File: src/rtl/nettlp_tx_sched_pkg.sv
// Shared types for the Ethernet TX encapsulation scheduler: source encoding, request vectors, FSM states.
package nettlp_sched_pkg;

    localparam int SCHED_NSRC = 3;

    typedef enum logic [1:0] {
        SRC_TLP     = 2'd0,
        SRC_CMD     = 2'd1,
        SRC_PCIECFG = 2'd2
    } SCHED_SRC_T;

    typedef logic [SCHED_NSRC-1:0] SCHED_VEC_T;

    typedef enum logic [1:0] {
        S_IDLE  = 2'd0,
        S_GRANT = 2'd1,
        S_GAP   = 2'd2
    } sched_state_t;

    // Sources that the starvation guard protects from a continuous TLP stream.
    localparam SCHED_VEC_T SCHED_OTHERS_MASK = 3'b110;

    function automatic SCHED_VEC_T src_bit(SCHED_SRC_T s);
        return SCHED_VEC_T'(1) << s;
    endfunction

endpackage

File: src/rtl/nettlp_tx_sched_if.sv
// Request/grant bundle between the source FIFOs, the encap datapath and the TX scheduler.
interface nettlp_tx_sched_if;
    import nettlp_sched_pkg::*;

    SCHED_VEC_T req;
    logic       pkt_done;
    SCHED_VEC_T gnt;
    logic       gnt_valid;
    logic       timeout_o;
    logic       starve_o;

    modport master (
        input  req, pkt_done,
        output gnt, gnt_valid, timeout_o, starve_o
    );

    modport slave (
        output req, pkt_done,
        input  gnt, gnt_valid, timeout_o, starve_o
    );
endinterface

File: src/rtl/nettlp_tx_sched_prio_pick.sv
// Combinational lowest-set-bit picker over (vec & mask); zero latency, no backpressure.
module nettlp_prio_pick
    import nettlp_sched_pkg::*;
(
    input  SCHED_VEC_T vec,
    input  SCHED_VEC_T mask,
    output SCHED_VEC_T onehot
);

    SCHED_VEC_T masked;

    always_comb begin
        masked = vec & mask;
        // Two's-complement trick isolates the lowest set bit.
        onehot = masked & (~masked + SCHED_VEC_T'(1));
    end

endmodule

File: src/rtl/nettlp_tx_sched.sv
// Fixed-priority TX packet scheduler (TLP > CMD > PCIECFG) with starvation guard and grant watchdog.
// Grant 1 cycle after req, held to pkt_done, then one gap cycle; NETTLP_TX_SCHED_STATS_EN adds counters.
module nettlp_tx_sched
    import nettlp_sched_pkg::*;
#(
    parameter int unsigned STARVE_MAX  = 8,
    parameter logic [15:0] TIMEOUT_CYC = 16'd4096
) (
    input  logic eth_clk,
    input  logic eth_rst,
    nettlp_tx_sched_if.master bus
`ifdef NETTLP_TX_SCHED_STATS_EN
    ,
    input  logic                         stat_clr,
    output logic [SCHED_NSRC-1:0][31:0]  stat_gnt_cnt,
    output logic [15:0]                  stat_timeout_cnt
`endif
);

    localparam logic [7:0] STARVE_LIM = 8'(STARVE_MAX);

    sched_state_t state_q, state_d;
    SCHED_VEC_T   gnt_q, gnt_d;
    logic         gnt_valid_q, gnt_valid_d;
    logic         timeout_q, timeout_d;
    logic         starve_q, starve_d;
    logic [7:0]   starve_cnt_q, starve_cnt_d;
    logic [15:0]  wd_cnt_q, wd_cnt_d;

    SCHED_VEC_T pick_all;
    SCHED_VEC_T pick_oth;
    SCHED_VEC_T winner;
    logic       others_pend;
    logic       force_oth;
    logic       wd_expire;

    nettlp_prio_pick u_pick_all (
        .vec    (bus.req),
        .mask   ({SCHED_NSRC{1'b1}}),
        .onehot (pick_all)
    );

    nettlp_prio_pick u_pick_oth (
        .vec    (bus.req),
        .mask   (SCHED_OTHERS_MASK),
        .onehot (pick_oth)
    );

    always_comb begin
        others_pend = |(bus.req & SCHED_OTHERS_MASK);
        force_oth   = (starve_cnt_q == STARVE_LIM) && others_pend;
        winner      = force_oth ? pick_oth : pick_all;
        wd_expire   = (TIMEOUT_CYC != 16'd0) && (wd_cnt_q == TIMEOUT_CYC - 16'd1);
    end

    always_comb begin
        state_d      = state_q;
        gnt_d        = gnt_q;
        gnt_valid_d  = gnt_valid_q;
        timeout_d    = 1'b0;
        starve_d     = 1'b0;
        starve_cnt_d = starve_cnt_q;
        wd_cnt_d     = wd_cnt_q;

        case (state_q)
            S_IDLE: begin
                if (|bus.req) begin
                    state_d     = S_GRANT;
                    gnt_d       = winner;
                    gnt_valid_d = 1'b1;
                    starve_d    = force_oth;
                    wd_cnt_d    = 16'd0;
                    // Only a TLP win over a waiting CMD/PCIECFG counts toward starvation.
                    if ((winner == src_bit(SRC_TLP)) && others_pend) begin
                        if (starve_cnt_q != STARVE_LIM) begin
                            starve_cnt_d = starve_cnt_q + 8'd1;
                        end
                    end else begin
                        starve_cnt_d = 8'd0;
                    end
                end
            end

            S_GRANT: begin
                if (bus.pkt_done) begin
                    state_d     = S_GAP;
                    gnt_d       = '0;
                    gnt_valid_d = 1'b0;
                    wd_cnt_d    = 16'd0;
                end else if (wd_expire) begin
                    state_d     = S_GAP;
                    gnt_d       = '0;
                    gnt_valid_d = 1'b0;
                    timeout_d   = 1'b1;
                    wd_cnt_d    = 16'd0;
                end else begin
                    wd_cnt_d = wd_cnt_q + 16'd1;
                end
            end

            // One dead cycle lets the encap datapath latch the next header.
            S_GAP: begin
                state_d = S_IDLE;
            end

            default: begin
                state_d      = S_IDLE;
                gnt_d        = '0;
                gnt_valid_d  = 1'b0;
                starve_cnt_d = 8'd0;
                wd_cnt_d     = 16'd0;
            end
        endcase
    end

    always_ff @(posedge eth_clk) begin
        if (eth_rst) begin
            state_q      <= S_IDLE;
            gnt_q        <= '0;
            gnt_valid_q  <= 1'b0;
            timeout_q    <= 1'b0;
            starve_q     <= 1'b0;
            starve_cnt_q <= 8'd0;
            wd_cnt_q     <= 16'd0;
        end else begin
            state_q      <= state_d;
            gnt_q        <= gnt_d;
            gnt_valid_q  <= gnt_valid_d;
            timeout_q    <= timeout_d;
            starve_q     <= starve_d;
            starve_cnt_q <= starve_cnt_d;
            wd_cnt_q     <= wd_cnt_d;
        end
    end

    assign bus.gnt       = gnt_q;
    assign bus.gnt_valid = gnt_valid_q;
    assign bus.timeout_o = timeout_q;
    assign bus.starve_o  = starve_q;

`ifdef NETTLP_TX_SCHED_STATS_EN
    logic [SCHED_NSRC-1:0][31:0] stat_gnt_q, stat_gnt_d;
    logic [15:0]                 stat_to_q, stat_to_d;

    always_comb begin
        stat_gnt_d = stat_gnt_q;
        stat_to_d  = stat_to_q;
        if (stat_clr) begin
            stat_gnt_d = '0;
            stat_to_d  = '0;
        end else begin
            for (int i = 0; i < SCHED_NSRC; i++) begin
                if ((state_q == S_IDLE) && gnt_valid_d && gnt_d[i]) begin
                    stat_gnt_d[i] = stat_gnt_q[i] + 32'd1;
                end
            end
            if (timeout_d && (stat_to_q != 16'hFFFF)) begin
                stat_to_d = stat_to_q + 16'd1;
            end
        end
    end

    always_ff @(posedge eth_clk) begin
        if (eth_rst) begin
            stat_gnt_q <= '0;
            stat_to_q  <= '0;
        end else begin
            stat_gnt_q <= stat_gnt_d;
            stat_to_q  <= stat_to_d;
        end
    end

    assign stat_gnt_cnt     = stat_gnt_q;
    assign stat_timeout_cnt = stat_to_q;
`endif

endmodule

File: src/flat_wrapper.sv
// flat-port wrapper written by rule: the top's interface ports become plain ports
module nettlp_tx_sched_flat import nettlp_sched_pkg::*;
#(
    parameter int unsigned STARVE_MAX  = 8,
    parameter logic [15:0] TIMEOUT_CYC = 16'd4096
)
  (eth_clk, eth_rst, bus_req, bus_pkt_done, bus_gnt, bus_gnt_valid, bus_timeout_o, bus_starve_o);
  nettlp_tx_sched_if bus_i ();
  input  logic eth_clk;
  input  logic eth_rst;
  input wire logic [$bits(bus_i.req)-1:0] bus_req;
  input wire logic [$bits(bus_i.pkt_done)-1:0] bus_pkt_done;
  output wire logic [$bits(bus_i.gnt)-1:0] bus_gnt;
  output wire logic [$bits(bus_i.gnt_valid)-1:0] bus_gnt_valid;
  output wire logic [$bits(bus_i.timeout_o)-1:0] bus_timeout_o;
  output wire logic [$bits(bus_i.starve_o)-1:0] bus_starve_o;
  assign bus_i.req = bus_req;
  assign bus_i.pkt_done = bus_pkt_done;
  assign bus_gnt = bus_i.gnt;
  assign bus_gnt_valid = bus_i.gnt_valid;
  assign bus_timeout_o = bus_i.timeout_o;
  assign bus_starve_o = bus_i.starve_o;
  nettlp_tx_sched #(.STARVE_MAX(STARVE_MAX), .TIMEOUT_CYC(TIMEOUT_CYC)) u_core (.eth_clk(eth_clk), .eth_rst(eth_rst), .bus(bus_i));
endmodule
File: config.mk
export PLATFORM = sky130hd
export DESIGN_NAME = nettlp_tx_sched_flat
export DESIGN_NICKNAME = d
export VERILOG_FILES = /design/src/rtl/nettlp_tx_sched_pkg.sv /design/src/rtl/nettlp_tx_sched_if.sv /design/src/rtl/nettlp_tx_sched_prio_pick.sv /design/src/rtl/nettlp_tx_sched.sv /design/src/flat_wrapper.sv
export SDC_FILE = /design/constraint.sdc
export NUM_CORES = 1
export LEC_CHECK = 0
export CORE_ASPECT_RATIO = 2
export CORE_UTILIZATION = 54
export CTS_BUF_LIST = sky130_fd_sc_hd__clkbuf_4 sky130_fd_sc_hd__clkbuf_8
export DETAILED_ROUTE_END_ITERATION = 8
export GPL_TIMING_DRIVEN = 0
export HOLD_SLACK_MARGIN = 0.02
export PLACE_DENSITY_LB_ADDON = 0.05
export SLEW_MARGIN = 25
export SYNTH_ARGS = -nofsm -noshare
export SYNTH_HDL_FRONTEND = slang
export SYNTH_SLANG_ARGS = --single-unit
File: constraint.sdc
create_clock -name eth_clk -period 2.1 [get_ports eth_clk]
set_clock_uncertainty 0.15 [all_clocks]
set_input_delay 0.21 -clock eth_clk [delete_from_list [all_inputs] [get_ports eth_clk]]
set_output_delay 0.21 -clock eth_clk [all_outputs]
set_load 0.01 [all_outputs]
==> results by group, run 1 <==
Floorplan
  – Initial Utilization: 0.570
  – Die Span X: 41.4 um
  – Chip Height: 80.8 um
  – Core box area: 0.00294 mm^2
  – Placement row count: 28
  – # IOs: 12
  – Die ar.: between 0.003 and 0.004 mm^2

Synthesis
  – Fraction of registers with async set/reset: 0
  – Synth top area share: 0.382
  – Synth area leader: dfxtp_1
  – Top_reg_cell synth: dfxtp_1
  – Net Count, Synth: 199
  – Netlist cell types: 42
  – Warnings, synthesis: 0
  – Register area share after synthesis: 0.382
  – EDFF count, synth: 0
  – Mean Syn Cell Area: ~9.0 um^2
  – Post-Syn Instances: 187
  – Synth top area cells: dfxtp_1 38%, xnor2_1 6.8%, ha_1 4.5%
  – Mapped Area: 0.00168 mm^2
  – Synthesis-stage register bit count: 32

Setup path
  – Critical register-to-register path startpoint: u_core.wd_cnt_q[9]
  – Worst r2r dst: u_core.wd_cnt_q[10]
  – FF-to-FF path depth: 6
  – Startpoint Class: register
  – Worst reg2reg setup slack: between 0.04 and 0.05 ns
  – Critical path origin: u_core.wd_cnt_q[9]
  – Worst setup EP type: register
  – Worst Path Class, Setup: reg2reg
  – CP max FO: 5
  – Critical path arrival: 2.06 ns
  – Req. time, crit path: 2.11 ns
  – Crit path to: u_core.wd_cnt_q[10]

Pwr
  – Lkg Pwr: a little over 0.7 nW
  – VDD IR max: 0.581 mV
  – PwrDens: between 600 and 700 mW/mm^2

Finish
  – Diode count: 0
  – Layout area overhead: 29.8%
  – Ratio of cells with drive above 1 in the final layout: 0.290
  – Final #Nets: 232
  – Core Util, Final: 0.740

Timing
  – Period Utilization, post-route: 0.977
  – Final slew viol count: 0
  – Final setup viols: 0
  – Worst Tran Pin Value: between 0.6 and 0.7 ns
  – Fmax: 0.487 GHz
  – Worst rel slew slack: 0.584
  – Worst hold margin: 0.309 ns
  – Post-route setup TNS: 0 ns
  – Fin crit period: 2.05 ns
  – Final Hold Vio Count: 0

Outcome
  – Status: finished clean

Global routing
  – First-pass GRT wire length: 6.42 mm
  – Global-route met3 utilization: 0.0422
  – Gr busiest metal: met2
  – Number of global-route vias before repair: 1,489
  – Largest net degree at the start of global routing: 12
  – GRT overflow: 0
  – Initial antenna violation count: 0
  – Grt met2 use: 0.491
  – Grt met1 use: 0.224
  – GRT Total Usage: 0.248

Clocking
  – Clock tree root buffer cell: clkbuf_8
  – Worst skew pair latency: 0.30 ns
  – Max H-tree Level: 2
  – Clock-pin slew on the worst setup and hold paths: 0.06 ns
  – CTS tree: done
  – Total CTS buffers: 5
  – Clock sink count: 32
  – CTS Buffer Depth: 2
  – Hold Buf Count CTS: 0

Drt
  – Wire length per cell: approximately 17 um
  – First-pass detailed-route iteration total: 4
  – Detailed-route via count: 1,551
  – WL final: 4.25 mm
  – Number of remaining DRC errors: 0
  – Drt via density: 6.18
  – ANT nets after route: 0
  – Initial DRC Count: 49

Flow run
  – Number of max-cap violations: 0

Placement
  – HPWL Detailed: around 2.9 mm
  – GP Congestion: 0.862
  – IO buf count: 11

Min path
  – Type of the worst min-delay path: reg2reg
logic make-up after synthesis:
family	share of synthesized area
adder cells (fa/ha/maj)	0.0447
flip-flops	0.382
buffers and inverters	0.0373
AO/OA/AOI/OAI	0.136
XOR/XNOR	0.0731
multiplexers	0.0179
AND/OR/NAND/NOR	0.309
state kept, by name (all words and copies together) (netlist names):
name                  count
u_core.state_q            2
u_core.wd_cnt_q          16
u_core.bus.gnt_valid      1
u_core.bus.gnt            3
u_core.bus.starve_o       1
u_core.bus.timeout_o      1
u_core.starve_cnt_q       8
layout by cell type (no fill, tap or decap), drive strengths merged, types with 2 or more instances in the layout:
cell / synthesis / final
ha: 6 / 6
xnor2: 13 / 13
or3: 4 / 4
nor2: 12 / 12
nand4: 6 / 6
buf: 3 / 18
nand2: 15 / 15
clkdlybuf4s50: 0 / 11
or4: 6 / 6
a31oi: 2 / 2
o31ai: 5 / 5
a211oi: 6 / 6
nor4: 9 / 9
nand2b: 5 / 5
mux2i: 3 / 3
nor3: 13 / 13
clkinvlp: 0 / 2
clkbuf: 4 / 10
or4b: 2 / 2
a21oi: 6 / 6
inv: 8 / 8
o21ai: 5 / 5
nand3: 7 / 7
dfxtp: 32 / 32
cell usage after synthesis (all sizes together), types with 7 or more instances:
| library cell | n |
|---|---|
| dfxtp | 32 |
| inv | 8 |
| nand2 | 15 |
| nand3 | 7 |
| nor2 | 12 |
| nor3 | 13 |
| nor4 | 9 |
| xnor2 | 13 |
repair_timing:
item                       in CTS  in global routing
setup buffers                   4                 11
gates cloned                    1                  0
pin swaps                       1                  8
gates resized for setup        17                 32
setup endpoints to repair      23                 25
how the worst min path moves through the flow:
stage,start,to,slack (ns),cells after the start
final,u_core.bus.gnt[1],u_core.bus.gnt[1],0.31,2
after global routing,u_core.bus.gnt[1],u_core.bus.gnt[1],0.34,2
after CTS,u_core.bus.gnt[1],u_core.bus.gnt[1],0.31,2
after detailed placement,u_core.bus.gnt[1],u_core.bus.gnt[1],0.30,2
after global placement,u_core.bus.gnt[1],u_core.bus.gnt[1],0.30,2
after floorplan,bus_req[1],u_core.bus.gnt[1],0.23,2
layout make-up:
cell class | instances | area [um^2]
fillers | 220 | 766
clock inverters | 2 | 15.0
repair buffers | 27 | 234
clock buffers | 6 | 82.6
flip-flops and latches | 32 | 671
plain buffers | 6 | 37.5
inverters | 8 | 30.0
multi-input cells | 140 | 1070
well taps | 30 | 37.5
power by group:
group          switching, mW  leakage (nW)  internal [mW]  total, mW
clock                  0.242        0.0434          0.265      0.507
combinational          0.202         0.407          0.162      0.364
sequential            0.0227         0.267          0.627      0.650
critical path: stages, from the launching register on:
cell	delay (ns)
dfxtp_2	0.35
nand4_1	0.19
buf_4	0.19
or4_4	0.56
a21oi_4	0.26
buf_6	0.16
nor3_1	0.05
metrics by stage:
stage | total power, mW | std cells | cell area [um^2] | worst slack, ns
after global placement | 0.947 | 228 | 1830 | -0.286
after CTS | 1.51 | 241 | 2030 | -0.00226
after detailed placement | 0.954 | 228 | 1830 | -0.291
final | 1.52 | 251 | 2180 | 0.0484
after global routing | 1.58 | 251 | 2180 | -0.0387
after floorplan | 0.862 | 187 | 1680 | 0.0588
routing by layer:
layer | vias up | wire (um)
li1 | 759 | -
met1 | 738 | 1470
met2 | 39 | 2490
met3 | 15 | 131
met4 | 0 | 161
met5 | - | 0
Note: power is estimated with default switching activity, not from simulation.
==> run 2, diff against run 1 <==
- SYNTH_HIERARCHICAL: unset -> 1
- clock period: 2.1 -> 1.8 ns (I/O delays scaled with it)
==> run 2 against run 1 <==
Synthesized cell count stayed put. The run now ends with setup timing left. Via count is 2.1% higher. Largest cell class unchanged. Synthesized area is 2.5% lower. Setup slack worse by 0.27 ns. Combinational power is 47% higher. Design area is 9.5% higher. Critical endpoint is now u_core/starve_cnt_q[3]. Global-route usage is 4.5 points higher. Power is 29% higher. Wire length is 16% higher.
==> results by group, run 2 <==
Synthesis
  – Count leader, synth: dfxtp_1
  – Mapped Area: 0.00164 mm^2 (-2.5%)
  – Synth area leader: dfxtp_1
  – Top_reg_cell synth: dfxtp_1
  – EDFF count, synth: 0 (unchanged)
  – Post-synth top cells: 32 x dfxtp_1, 28 x nor2_1, 10 x nand2_1, 10 x xor2_1, 9 x inv_1
  – Synth top area cells: dfxtp_1 39%, nor2_1 6.4%, xor2_1 5.4%
  – Mean Syn Cell Area: 8.75 um^2 (-2.5%)
  – Post-Syn Instances: 187 (unchanged)
  – Warnings, synthesis: 6 (+6)
  – Register area share after synthesis: 0.392 (+0.00993)
  – Netlist cell types: 43 (+2.4%)
  – Fraction of registers with async set/reset: 0 (unchanged)
  – Synthesis-stage register bit count: 32 (unchanged)
  – Synth top area share: 0.392 (+0.00993)

Finish
  – Reg area: 649 um^2 (-3.2%)
  – Layout area overhead: 45.8%
  – Post-Layout Cell Count: 259 (+3.2%)
  – Multi-input gate area: 0.00123 mm^2 (+15%)
  – Ratio of cells with drive above 1 in the final layout: 0.374 (+0.0843)
  – Most common cell after layout, fill and taps aside: dfxtp_1
  – Final Cell Area: 0.00238 mm^2 (+9.5%)
  – Most frequent cells in the layout: 25 x dfxtp_1, 19 x nor2_1, 13 x buf_4
  – Final #Nets: 241 (+3.9%)
  – Layout fillers: 164 (-25%)
  – Max reg flops: 16 (unchanged)
  – Largest reg by FF count: u_core/wd_cnt_q
  – Diode count: 0 (unchanged)

Placement
  – DP Worst Slack: -0.773 ns (-0.482 ns)
  – GP Congestion: 0.727 (-16%)
  – Placed inst area: 0.00183 mm^2 (+0.14%)
  – HPWL Detailed: 2.79 mm (-4.1%)
  – Placed cell count: 230 (+0.88%)
  – IO buf count: 10 (-1)

Outcome
  – Failing checks: setup timing
  – Status: complete, but fails checks

Pwr
  – Lkg Pwr: 0.917 nW (+28%)
  – VDD IR max: 0.652 mV (+12%)
  – Clock power frac: 0.348 (+0.014)
  – Power Total: 1.97 mW (+29%)
  – Logic pwr share: 0.272 (+0.033)
  – Power Internal: 1.43 mW (+36%)
  – PwrDens: 825 mW/mm^2 (+18%)
  – Sequential power share: 0.380 (-0.047)
  – Switching power: 540 uW (+16%)
  – Switching share of total power: 0.274 (-0.0330)

Setup path
  – Worst setup EP type: register
  – Worst reg2reg setup slack: -0.22 ns (-0.27 ns)
  – CP max FO: 6 (+1)
  – Startpoint Class: register
  – Req. time, crit path: 1.88 ns (-0.23 ns)
  – Worst Path Class, Setup: reg2reg
  – Critical register-to-register path startpoint: u_core/state_q[1]
  – Worst r2r dst: u_core/starve_cnt_q[3]
  – FF-to-FF path depth: 7 (+1)
  – CP peak stage delay: 0.49 ns (-0.07 ns)
  – Critical path arrival: 2.10 ns (+0.04 ns)
  – CP max-delay cell: or4b_4
  – Crit-path cells: inv_2 > ha_4 > o21ai_2 > or4b_4 > mux2_4 > nor2_4 > a32o_1

Floorplan
  – # IOs: 12 (unchanged)
  – Core box area: 0.00280 mm^2 (-4.7%)
  – Initial Utilization: 0.583 (+0.0131)
  – Die Span X: 40.9 um (-1.2%)
  – Placement row count: 27 (-3.6%)
  – Die ar.: 0.00327 mm^2 (-2.4%)
  – Chip Height: 79.8 um (-1.2%)

Timing
  – Worst Tran Pin Value: 0.700 ns (+0.0831 ns)
  – Final slew viol count: 0 (unchanged)
  – Worst hold margin: 0.326 ns (+0.0167 ns)
  – Final worst slack: -0.218 ns (-0.267 ns)
  – Worst rel slew slack: 0.533 (-0.0510)
  – Period Utilization, post-route: 1.12 (+0.144)
  – Fmax: 0.495 GHz (+1.7%)
  – RSZ-0062 raised after global routing: yes
  – Final setup viols: 27 (+27)
  – Fin crit period: 2.02 ns (-0.0334 ns)
  – Final Hold Vio Count: 0 (unchanged)

Clocking
  – Clock tree root buffer cell: clkbuf_8
  – Max H-tree Level: 2 (unchanged)
  – CTS Buffer Depth: 2 (unchanged)
  – Clock-pin slew on the worst setup and hold paths: 0.07 ns (about the same)
  – CTS tree: done
  – Worst skew pair latency: 0.28 ns (-0.02 ns)
  – Total CTS buffers: 5 (unchanged)
  – Clock sink count: 32 (unchanged)
  – Hold Buf Count CTS: 0 (unchanged)

Min path
  – Sink of the worst hold path: u_core/bus.gnt_valid
  – Type of the worst min-delay path: reg2reg
  – WHS Path Cells: 2 (unchanged)
  – Hold Path Origin: u_core/bus.gnt_valid

Drt
  – Initial DRC Count: 52 (+6.1%)
  – WL final: 4.92 mm (+16%)
  – Wire length per cell: 19.0 um (+12%)
  – ANT nets after route: 0 (unchanged)
  – First-pass detailed-route iteration total: 4 (unchanged)
  – Number of remaining DRC errors: 0 (unchanged)
  – Drt via density: 6.12 (-1.0%)
  – Detailed-route via count: 1,584 (+2.1%)

Global routing
  – Largest net degree at the start of global routing: 11 (-1)
  – Initial antenna violation count: 0 (unchanged)
  – First-pass GRT wire length: 6.51 mm (+1.5%)
  – GRT overflow: 0 (unchanged)
  – GRT Total Usage: 0.293 (+0.0447)
  – Number of global-route vias before repair: 1,602 (+7.6%)

Flow run
  – Number of max-cap violations: 0 (unchanged)
## run 2: repair_timing
item	CTS	global route
cloned	1	0
setup endpoints to repair	29	31
endpoints found under the hold margin	0	0
buffers inserted	15	8
gates resized for setup	37	36
pin swaps	19	36
## run 2: cell families after synthesis
kind of cell	after synthesis	share of synthesized area
and+or+nand+nor	89	0.305
DFF	32	0.392
xor gates and xnor gates	14	0.0750
AOI/OAI and AO/OA	27	0.118
other	2	0.00459
adders and majority gates	6	0.0459
buffers and inverters	13	0.0344
muxes	4	0.0252
## run 2: how the worst max path moves through the flow
stage | start | to | slack (ns) | cells past startpoint
after detailed placement | bus_req[0] | u_core/starve_cnt_q[3] | -0.77 | 7
after global placement | bus_req[0] | u_core/starve_cnt_q[6] | -0.70 | 7
after CTS | u_core/state_q[0] | u_core/starve_cnt_q[5] | -0.22 | 7
after floorplan | u_core/state_q[1] | u_core/starve_cnt_q[6] | -0.13 | 7
after global routing | u_core/state_q[1] | u_core/starve_cnt_q[3] | -0.28 | 7
final | u_core/state_q[1] | u_core/starve_cnt_q[3] | -0.22 | 7
## run 2: layout make-up
type                    count  share of cell area
clock buffers               6              0.0320
repair buffers             32               0.127
flip-flops and latches     32               0.272
inverters                   9              0.0152
well taps                  29              0.0152
multi-input cells         146               0.516
plain buffers               3             0.00787
clock inverters             2              0.0147
## run 2: metal layers
layer	GRT usage	vias up	wire length [um]
met1	0.213	777	1660
met2	0.584	37	2910
met4	0.153	0	206
met3	0.0529	23	140
li1	-	747	-
met5	0	-	0
## run 2: per-stage QoR
step / util / setup TNS (ns)
floorplan: - / -0.699
global placement: 0.652 / -14.17
detailed placement: 0.652 / -14.23
CTS: 0.789 / -2.71
global route: 0.851 / -4.84
finish: 0.851 / -2.71
## run 2: power groups by stage
| stage | Clock (mW) | Combinational, mW | Sequential [mW] |
|---|---|---|---|
| after floorplan | 0 | 0.206 | 0.765 |
| after global placement | 0 | 0.291 | 0.762 |
| after detailed placement | 0 | 0.301 | 0.764 |
| after CTS | 0.693 | 0.442 | 0.747 |
| after global routing | 0.718 | 0.572 | 0.750 |
| final | 0.685 | 0.535 | 0.748 |
## run 2: critical path, delay by kind of cell (launching register included)
family                     cells  cell delay (ns)
muxes                          1             0.36
and+or+nand+nor                2             0.66
buffers and inverters          1             0.07
AOI/OAI and AO/OA              2             0.25
adders and majority gates      1             0.15
DFF                            1             0.33
==> run 3, diff against run 2 <==
- RECOVER_POWER: unset -> 100
- SETUP_SLACK_MARGIN: unset -> 0.05
==> run 3 against run 2 <==
The flow still finishes with violations (setup timing). Global-route usage increased by 3.1 points. Power grew 2.8%. Critical path depth grew 1. Combinational power up 23%. Clock power down 10%. Sequential power hardly changed. Worst hold slack better by 0.011 ns. Core utilization is 4.1 points higher. Critical path type unchanged.
==> results by group, run 3 (same netlist as run 2, synthesis figures left out) <==
Clocking
  – Total CTS buffers: 5 (unchanged)
  – CTS Buffer Depth: 2 (unchanged)
  – Clock-pin slew on the worst setup and hold paths: 0.07 ns (about the same)
  – Worst skew pair latency: 0.29 ns (about the same)
  – Hold Buf Count CTS: 0 (unchanged)
  – CTS tree: done
  – Max H-tree Level: 2 (unchanged)
  – Clock tree root buffer cell: clkbuf_8
  – Clock sink count: 32 (unchanged)

Drt
  – ANT nets after route: 0 (unchanged)
  – Wire length per cell: 22.0 um (+16%)
  – Number of remaining DRC errors: 0 (unchanged)
  – First-pass detailed-route iteration total: 5 (+1)
  – Initial DRC Count: 72 (+38%)
  – WL final: 5.88 mm (+20%)
  – Drt via density: 6.32 (+3.3%)
  – Detailed-route via count: 1,687 (+6.5%)

Timing
  – Fin crit period: 2.11 ns (+0.0952 ns)
  – Fmax: 0.473 GHz (-4.5%)
  – Worst hold margin: 0.337 ns (+0.0111 ns)
  – Final slew viol count: 0 (unchanged)
  – Final Hold Vio Count: 0 (unchanged)
  – Worst Tran Pin Value: 0.790 ns (+0.0899 ns)
  – Worst rel slew slack: 0.473 (-0.0599)
  – RSZ-0062 raised after global routing: yes
  – Period Utilization, post-route: 1.17 (+0.0529)
  – Final setup viols: 31 (+15%)
  – Final worst slack: -0.313 ns (-0.0952 ns)

Pwr
  – VDD IR max: 0.647 mV (-0.77%)
  – Lkg Pwr: 0.994 nW (+8.4%)
  – Power Total: 2.02 mW (+2.8%)
  – PwrDens: 809 mW/mm^2 (-2.0%)

Global routing
  – Number of global-route vias before repair: 1,606 (+0.25%)
  – Initial antenna violation count: 0 (unchanged)
  – First-pass GRT wire length: 7.18 mm (+10%)
  – Grt met1 use: 0.263 (+0.0500)
  – Global-route met3 utilization: 0.0780 (+0.0251)
  – GRT overflow: 0 (unchanged)
  – Gr busiest metal: met2
  – Grt met2 use: 0.589 (+0.00469)
  – GRT Total Usage: 0.324 (+0.0310)
  – Largest net degree at the start of global routing: 11 (unchanged)

Finish
  – Max reg flops: 16 (unchanged)
  – Ratio of cells with drive above 1 in the final layout: 0.424 (+0.0505)
  – Diode count: 0 (unchanged)
  – Most common cell after layout, fill and taps aside: dfxtp_1
  – Layout area overhead: 52.9%
  – Largest reg by FF count: u_core/wd_cnt_q
  – Final Cell Area: 0.00250 mm^2 (+4.9%)
  – Most frequent cells in the layout: 28 x dfxtp_1, 20 x buf_4, 13 x nor2_1
  – Final #Nets: 250 (+3.7%)

Placement
  – IO buf count: 10 (unchanged)
  – HPWL Detailed: 2.72 mm (-2.4%)
  – GP Congestion: 0.786 (+8.0%)
  – Placed inst area: 0.00183 mm^2 (+0.14%)

Setup path
  – Critical path arrival: 2.14 ns (+0.04 ns)
  – Crit-path cells: inv_2 > buf_4 > ha_4 > and4b_2 > nor4b_4 > nand3_1 > xor2_1 > nor2_2
  – Req. time, crit path: 1.83 ns (-0.05 ns)
  – CP max-delay cell: nor4b_4
  – Worst Path Class, Setup: reg2reg
  – Worst setup EP type: register
  – CP peak stage delay: 0.36 ns (-0.13 ns)
  – CP max FO: 4 (-2)
  – Worst reg2reg setup slack: -0.31 ns (-0.10 ns)
  – Startpoint Class: register

Floorplan
  – Placement row count: 27 (unchanged)
  – Chip Height: 79.8 um (unchanged)
  – Die Span X: 40.9 um (unchanged)
  – Core box area: 0.00280 mm^2 (unchanged)
  – # IOs: 12 (unchanged)
  – Die ar.: 0.00327 mm^2 (unchanged)
  – Initial Utilization: 0.583 (unchanged)

Flow run
  – Number of max-cap violations: 0 (unchanged)

Outcome
  – Failing checks: setup timing
  – Status: complete, but fails checks

Min path
  – Type of the worst min-delay path: reg2reg
run 3: cell count changes in the layout (fill, tap and decap cells not counted), sizes merged:
cell	change
dlygate4sd3	+6
buf	+9
clkinv	-1
bufinv	-1
clkdlybuf4s50	-6
clkbuf	+1
run 3: metrics by stage:
stage | setup WS, ns | TNS, ns | instances | util
floorplan | -0.130 | -0.716 | 191 | -
global placement | -0.682 | -13.48 | 230 | 0.653
detailed placement | -0.755 | -14.52 | 230 | 0.653
CTS | -0.221 | -3.61 | 255 | 0.797
global route | -0.350 | -7.97 | 267 | 0.892
finish | -0.313 | -5.89 | 267 | 0.892
run 3: critical path: cells and delay by family, from the launching register on:
kind	cells	cell delay, ns
XOR/XNOR	1	0.24
AND/OR/NAND/NOR	4	0.89
flip-flops	1	0.35
buffers and inverters	2	0.19
adder cells (fa/ha/maj)	1	0.18
run 3: layer usage:
layer,share of wire,routed length [um]
met1,0.36,2100
met2,0.55,3220
met3,0.038,224
met4,0.057,337
met5,0,0
run 3: power breakdown:
group / switching [mW] / internal (mW)
sequential: 0.0174 / 0.731
clock: 0.275 / 0.341
combinational: 0.327 / 0.331
run 3: worst paths after layout:
kind                                        start                  end  cells past startpoint
worst max-delay path            u_core/state_q[0]  u_core/wd_cnt_q[15]                      8
worst min-delay path            u_core/bus.gnt[1]    u_core/bus.gnt[1]                      2
worst max register to register  u_core/state_q[0]  u_core/wd_cnt_q[15]                      8
worst min register to register  u_core/bus.gnt[1]    u_core/bus.gnt[1]                      2
run 3: cell type report:
cell class              instances  area, um^2
well taps                      29        36.3
flip-flops and latches         32         646
clock buffers                   7        96.3
fillers                       133         303
inverters                       9        33.8
repair buffers                 40         375
plain buffers                   4        33.8
multi-input cells             146        1280
run 3: timing repair:
action                                  CTS  global route
endpoints found under the setup margin   29            31
pin swaps                                22            35
gates resized for setup                  38            47
cloned                                    2             0
setup buffers                            17            15
